===== src/rtl/alu_share_arb.sv =====
// rtl/alu_share_arb.sv - round-robin sharing of one combinational ALU between two requesters
// Accept in IDLE, drive the ALU for one EXEC cycle, hold the result in RESP until consumed.
module alu_share_arb #(
  parameter int WIDTH = 32,
  parameter int OPW   = 4
) (
  input  logic             clk,
  input  logic             rst_n,
  input  logic             req0_valid,
  output logic             req0_ready,
  input  logic [WIDTH-1:0] req0_r1,
  input  logic [WIDTH-1:0] req0_r2,
  input  logic [OPW-1:0]   req0_sub,
  output logic             resp0_valid,
  input  logic             resp0_ready,
  output logic [WIDTH-1:0] resp0_sum,
  output logic             resp0_overflow,
  input  logic             req1_valid,
  output logic             req1_ready,
  input  logic [WIDTH-1:0] req1_r1,
  input  logic [WIDTH-1:0] req1_r2,
  input  logic [OPW-1:0]   req1_sub,
  output logic             resp1_valid,
  input  logic             resp1_ready,
  output logic [WIDTH-1:0] resp1_sum,
  output logic             resp1_overflow,
  output logic [WIDTH-1:0] alu_r1,
  output logic [WIDTH-1:0] alu_r2,
  output logic [OPW-1:0]   alu_sub,
  output logic             alu_enable,
  input  logic [WIDTH-1:0] alu_sum,
  input  logic             alu_overflow,
  output logic             busy,
  output logic             grant_id
);

  localparam logic [1:0] IDLE = 2'd0;
  localparam logic [1:0] EXEC = 2'd1;
  localparam logic [1:0] RESP = 2'd2;

  logic [1:0]       state_q, state_d;
  logic             ptr_q, ptr_d;
  logic             grant_q, grant_d;
  logic [WIDTH-1:0] r1_q, r1_d;
  logic [WIDTH-1:0] r2_q, r2_d;
  logic [OPW-1:0]   sub_q, sub_d;
  logic [WIDTH-1:0] sum_q, sum_d;
  logic             ovf_q, ovf_d;

  logic win_valid;
  logic win_id;
  logic accept;
  logic resp_fire;

  always_comb begin
    win_valid = req0_valid | req1_valid;
    // ptr_q names the requester that wins a tie; a lone requester always wins.
    win_id    = (req0_valid && req1_valid) ? ptr_q : req1_valid;
    accept    = (state_q == IDLE) && win_valid;
    resp_fire = (state_q == RESP) && (grant_q ? resp1_ready : resp0_ready);

    state_d = state_q;
    ptr_d   = ptr_q;
    grant_d = grant_q;
    r1_d    = r1_q;
    r2_d    = r2_q;
    sub_d   = sub_q;
    sum_d   = sum_q;
    ovf_d   = ovf_q;

    case (state_q)
      IDLE: begin
        if (accept) begin
          grant_d = win_id;
          ptr_d   = ~win_id;
          r1_d    = win_id ? req1_r1  : req0_r1;
          r2_d    = win_id ? req1_r2  : req0_r2;
          sub_d   = win_id ? req1_sub : req0_sub;
          state_d = EXEC;
        end
      end
      EXEC: begin
        sum_d   = alu_sum;
        ovf_d   = alu_overflow;
        state_d = RESP;
      end
      RESP: begin
        if (resp_fire) state_d = IDLE;
      end
      default: state_d = IDLE;
    endcase
  end

  always_ff @(posedge clk or negedge rst_n) begin
    if (!rst_n) begin
      state_q <= IDLE;
      ptr_q   <= 1'b0;
      grant_q <= 1'b0;
      r1_q    <= '0;
      r2_q    <= '0;
      sub_q   <= '0;
      sum_q   <= '0;
      ovf_q   <= 1'b0;
    end else begin
      state_q <= state_d;
      ptr_q   <= ptr_d;
      grant_q <= grant_d;
      r1_q    <= r1_d;
      r2_q    <= r2_d;
      sub_q   <= sub_d;
      sum_q   <= sum_d;
      ovf_q   <= ovf_d;
    end
  end

  // Ready is combinational from valid, so it is gated by reset to keep outputs low in reset.
  assign req0_ready = rst_n && accept && !win_id;
  assign req1_ready = rst_n && accept &&  win_id;

  assign resp0_valid    = (state_q == RESP) && !grant_q;
  assign resp1_valid    = (state_q == RESP) &&  grant_q;
  assign resp0_sum      = resp0_valid ? sum_q : '0;
  assign resp1_sum      = resp1_valid ? sum_q : '0;
  assign resp0_overflow = resp0_valid & ovf_q;
  assign resp1_overflow = resp1_valid & ovf_q;

  assign alu_r1     = r1_q;
  assign alu_r2     = r2_q;
  assign alu_sub    = sub_q;
  assign alu_enable = (state_q == EXEC);
  assign busy       = (state_q != IDLE);
  assign grant_id   = grant_q;

endmodule


===== config.mk =====
export PLATFORM = sky130hd
export DESIGN_NAME = alu_share_arb
export DESIGN_NICKNAME = d
export VERILOG_FILES = /design/src/rtl/alu_share_arb.sv
export SDC_FILE = /design/constraint.sdc
export NUM_CORES = 1
export LEC_CHECK = 0
export ABC_AREA = 0
export CAP_MARGIN = 20
export CORE_MARGIN = 5
export CORE_UTILIZATION = 42
export CTS_BUF_LIST = sky130_fd_sc_hd__clkbuf_2 sky130_fd_sc_hd__clkbuf_4 sky130_fd_sc_hd__clkbuf_8
export DETAILED_ROUTE_END_ITERATION = 8
export PLACE_DENSITY = 0.88
export REMOVE_ABC_BUFFERS = 1
export SLEW_MARGIN = 15
export SYNTH_ARGS = -nofsm -noshare
export SYNTH_HDL_FRONTEND = slang
export SYNTH_SLANG_ARGS = --single-unit

===== constraint.sdc =====
create_clock -name clk -period 3.34 [get_ports clk]
set_input_delay 0.334 -clock clk [delete_from_list [all_inputs] [get_ports clk]]
set_output_delay 0.334 -clock clk [all_outputs]
set_load 0.01 [all_outputs]

==> Yosys cells after proc, flatten, opt, wreduce, memory -nomap -nowiden <==
Cells that the tools add are included.
{ "word_totals": {"inputBits": 175, "word_cells": 40, "register_bits": 105, "output_inout_bits": 141} }
{ "op_classes": {"eq_ne": 4, "n_mux": 10, "n_reduce_logical": 14, "bitwise_logic": 4} }
{ "ops": {"columns": ["op", "n"], "rows": [
  ["32-bit two-way mux", 4],
  ["1-bit logical AND", 8],
  ["2-bit case mux with 3 select lines", 1],
  ["2-bit two-way mux", 2],
  ["4-bit two-way mux", 1],
  ["2-bit != test, second input constant", 2],
  ["2-bit AND reduction", 2],
  ["1-bit bitwise AND", 2],
  ["2-bit by 1-bit equality test with 1-bit output, second input constant", 1],
  ["2-bit equality test, second input constant", 1],
  ["1-bit logical NOT", 2],
  ["2-bit logical NOT", 1],
  ["1-bit two-way mux", 2],
  ["2-bit nonzero test", 1],
  ["1-bit inverter", 1],
  ["1-bit OR", 1]
]} }

==> Logic depth before layout (Yosys ltp) <==
{ "depth": {"depth_word": 4, "mapped_depth": 7, "ltp_nobuf": 4} }

==> Worst setup path before layout <==
No wires, ideal clock.
{ "synth_path": {"kind": "register -> output", "start": "register ptr_q", "end": "output req1_ready", "path_buffers": 2, "setup_slack_ns": 1.716, "t_arrival_ns": 1.290, "t_required_ns": 3.006, "stages_incl_launch_ff": 6, "cell_sequence": "dfrtp_1 > nand2b_1 > clkbuf_1 > clkbuf_1 > nand2_1 > nor3_1"} }
{ "synth_via": {"elab_chain_cells": 2} }
{ "synth_lines": {"columns": ["item", "line", "rtl"], "rows": [
  ["start: declaration", "42", "logic ptr_q, ptr_d;"],
  ["start signal: assignment", "106", "ptr_q <= ptr_d;"],
  ["1-bit two-way mux", "58", "win_id = (req0_valid && req1_valid) ? ptr_q : req1_valid;"],
  ["1-bit logical AND", "118", "assign req1_ready = rst_n && accept && win_id;"],
  ["end: declaration", "19", "output logic req1_ready,"]
]} }
Every way passes these cells.

==> Worst setup path after layout <==
{ "layout_path": {"start": "register state_q[0]", "end": "output resp1_sum[0]"} }
{ "layout_via": {"elab_chain_cells": 3} }
{ "layout_lines": {"columns": ["item", "line", "rtl"], "rows": [
  ["start: declaration", "41", "logic [1:0] state_q, state_d;"],
  ["start signal: assignment", "105", "state_q <= state_d;"],
  ["2-bit equality test", "121", "assign resp1_valid = (state_q == RESP) && grant_q;"],
  ["1-bit logical AND", "121", null],
  ["32-bit two-way mux", "123", "assign resp1_sum = resp1_valid ? sum_q : '0;"],
  ["end: declaration", "25", "output logic [WIDTH-1:0] resp1_sum,"]
]} }
Every way passes these cells.

==> parameters.txt <==
Parameter                              Value

Outcome
  Result of the run    complete, no violations

Timing
  Tightest slew margin relative to the limit    30.5%
  Final Hold Fails    0
  Worst slew pin tran    1040 ps
  Worst hold slack across all endpoints    327 ps
  Part of the cycle the worst path needs    74.5%
  Crit path time final    2490 ps
  PnR worst setup slack    852 ps
  Number of endpoints failing setup at the final stage    0
  Setup repair after global routing missed its margin    false
  Worst clock skew    12.7 ps
  Highest attainable clock frequency    402 MHz
  Number of slew-limit violations in the final report    0

Synthesis
  Seq/Total Area, Yosys    48.5%
  Count of distinct cell types in the synthesized netlist    24
  Post-Syn Area    5420 sq um
  EDFF count, synth    0
  Cells after Synth    560
  Top post-synthesis cells by area    sky130_fd_sc_hd__dfrtp_1, sky130_fd_sc_hd__and2_1, sky130_fd_sc_hd__mux2_2
  Synthesis-stage register bit count    105
  Most instantiated library cell after synthesis    sky130_fd_sc_hd__dfrtp_1
  Synthesized area divided by synthesized cell count    9.67 sq um
  Share of synthesized registers carrying an async set or reset    100%
  Yosys top cell by area    sky130_fd_sc_hd__dfrtp_1
  Main synth FF type    sky130_fd_sc_hd__dfrtp_1
  Top cell types by occurrence after synthesis    sky130_fd_sc_hd__dfrtp_1, sky130_fd_sc_hd__a21oi_1, sky130_fd_sc_hd__nand3_1
  Proportion of netlist area held by the largest area contributor    48.5%
  Synthesis warning total    0

Cells and area
  Fin nets    1011
  Multi-input gate area    2470 sq um
  Register area    2630 sq um
  Post-route core utilization    69.8%
  Relative area change from synthesis to final layout    62.7%
  Share of cells above drive strength 1    10.8%
  Fill cells    912
  Antenna cell count    0

Power and ir drop
  Leakage    3.35 nW
  Pwr/cell area    805 nW/um^2
  Overall power consumption    7.09 mW
  Worst VDD drop    0.472 mV

Drt
  Remaining number of nets flagged by the antenna check after routing    0
  Via density per instance    5.69
  Total detailed-routing wirelength    21300 um
  Count of vias placed by the detailed router    5764
  DR pass1 iterations    6
  Starting DRC count in detailed routing    573
  DRC errors left    0
  Average routed wire per standard cell    21.0 um

Clock network
  Insertion delay of the later-clocked pin in the worst-skew pair    360 ps
  CTS tree    yes
  H-tree Lvls    3
  Number of hold buffers added after CTS    1
  Buffer count from post-CTS setup fixing    0
  Sink count of the clock tree    105
  TritonCTS buffer count    9
  Clk root buf    sky130_fd_sc_hd__clkbuf_8
  Count of instances resized after the clock tree is built    0
  Maximum count of clock buffers along a single path    2
  CTS clk-pin slew, worst paths    100 ps

Die
  Die ar.    15300 sq um
  Placeable Area    12600 sq um
  Initial core utilization    42.9%
  Die Width    124 um
  Count of standard-cell rows    41
  Chip Height    124 um
  Boundary pin count    316

Placed design
  GP Congestion    0.875
  DP Worst Slack    957 ps
  I/O Buffers    315
  HPWL after DPL    15300 um

Worst setup path
  Worst setup path category    flip-flop to primary output
  Crit end category    primary output
  Arrival time of data at the critical path endpoint    2150 ps
  Launching element type of the critical path    flip-flop
  Worst Path Required    3010 ps
  Worst-path maximum fanout    34

Global route
  Total global routing track utilization    26.8%
  Total grt overflow    0
  Number of antenna violations at the first check in global routing    0
  First-pass GRT wire length    31600 um
  Via count of the first global-routing pass    5777
  Maximum number of pins on one net before global-route repair    71

Run
  Max capacitance violation total    0

Worst hold path
  Type of the most critical hold path    primary input to asynchronous set/reset pin
[final timing paths]
kind	startpoint	endpoint	slack, ps	cells after the start
max in group asynchronous	rst_n	alu_r2[11]	1420	4
max	state_q[0]	resp1_sum[0]	850	5
min in group clk	req1_valid	alu_r2[12]	380	3
min reg2reg	sum_q[6]	sum_q[6]	520	1
max reg2reg	state_q[0]	alu_r1[6]	1360	4
min	rst_n	sum_q[27]	330	2
[metrics by stage]
stage	cells	cell area, sq um	TNS, ps
2_1_floorplan	497	5100	-85440
3_3_place_gp	996	8560	0
3_5_place_dp	996	8560	0
4_1_cts	1013	8810	0
5_1_grt	1013	8810	0
6_report	1013	8810	0
[cells in the final DEF, fill, tap and decap left out]
| cell | instances |
|---|---|
| sky130_fd_sc_hd__nor2_4 | 1 |
| sky130_fd_sc_hd__inv_2 | 1 |
| sky130_fd_sc_hd__clkinv_4 | 1 |
| sky130_fd_sc_hd__or2_2 | 1 |
| sky130_fd_sc_hd__clkinv_2 | 1 |
| sky130_fd_sc_hd__mux2_2 | 34 |
| sky130_fd_sc_hd__clkbuf_8 | 12 |
| sky130_fd_sc_hd__inv_1 | 3 |
| sky130_fd_sc_hd__buf_2 | 1 |
| sky130_fd_sc_hd__a31oi_2 | 19 |
| sky130_fd_sc_hd__and3_1 | 1 |
| sky130_fd_sc_hd__o21ai_1 | 3 |
| sky130_fd_sc_hd__nor2_1 | 2 |
| sky130_fd_sc_hd__nand3_1 | 68 |
| sky130_fd_sc_hd__nand2b_1 | 1 |
| sky130_fd_sc_hd__nor3_1 | 1 |
| sky130_fd_sc_hd__dfrtp_1 | 105 |
| sky130_fd_sc_hd__and2b_2 | 1 |
| sky130_fd_sc_hd__dlygate4sd3_1 | 1 |
| sky130_fd_sc_hd__and2_2 | 1 |
| sky130_fd_sc_hd__clkdlybuf4s50_1 | 313 |
| sky130_fd_sc_hd__o21ai_0 | 67 |
| sky130_fd_sc_hd__buf_4 | 13 |
| sky130_fd_sc_hd__bufinv_16 | 2 |
| sky130_fd_sc_hd__nand2b_2 | 1 |
| sky130_fd_sc_hd__a21oi_1 | 68 |
| sky130_fd_sc_hd__nor2b_2 | 1 |
| sky130_fd_sc_hd__nand2_1 | 1 |
| sky130_fd_sc_hd__o21bai_1 | 1 |
| sky130_fd_sc_hd__a31oi_1 | 49 |
| sky130_fd_sc_hd__o22ai_2 | 1 |
| sky130_fd_sc_hd__and2_1 | 66 |
[layout make-up]
| type | count | share of cell area (%) |
|---|---|---|
| clock buffer | 12 | 1.87 |
| clock inverter | 4 | 0.838 |
| inverter | 4 | 0.170 |
| multi-input combinational | 388 | 28.0 |
| sequential | 105 | 29.8 |
| tap | 172 | 2.44 |
| timing repair buffer | 328 | 36.8 |
[sequential cells by signal (all words and copies together), names as in the netlist]
signal,count
alu_r1,32
alu_r2,32
sum_q,32
alu_sub,4
state_q,2
grant_id,1
ovf_q,1
ptr_q,1
[metal layers]
metal | share of wire, % | global-route usage (%) | wire (um)
met2 | 50 | 46.4 | 10700
met1 | 37 | 32.1 | 7900
met5 | 0 | 0 | 0
met4 | 2.5 | 8.24 | 539
met3 | 10 | 8.22 | 2130
[worst max-delay path: stages (launching register included)]
cell                              delay [ps]
sky130_fd_sc_hd__dfrtp_1                 430
sky130_fd_sc_hd__nand2b_1                190
sky130_fd_sc_hd__nor2_1                  100
sky130_fd_sc_hd__buf_4                   310
sky130_fd_sc_hd__and2_1                  180
sky130_fd_sc_hd__clkdlybuf4s50_1         590
[kinds of logic after synthesis]
family | after synthesis | synth area share, %
flip-flops | 105 | 48.5
AO/OA/AOI/OAI | 208 | 23.2
multiplexers | 34 | 7.07
buffers and inverters | 67 | 6.17
AND/OR/NAND/NOR | 146 | 15.1
[where the power goes]
group	leakage, nW	internal [mW]	total, mW	switching, mW
clock	0.123	0.485	0.927	0.443
sequential	1.20	1.93	2.37	0.438
combinational	2.03	1.98	3.80	1.82
total	3.35	4.39	7.09	2.70
No activity file was read; power rests on OpenSTA's default activity.
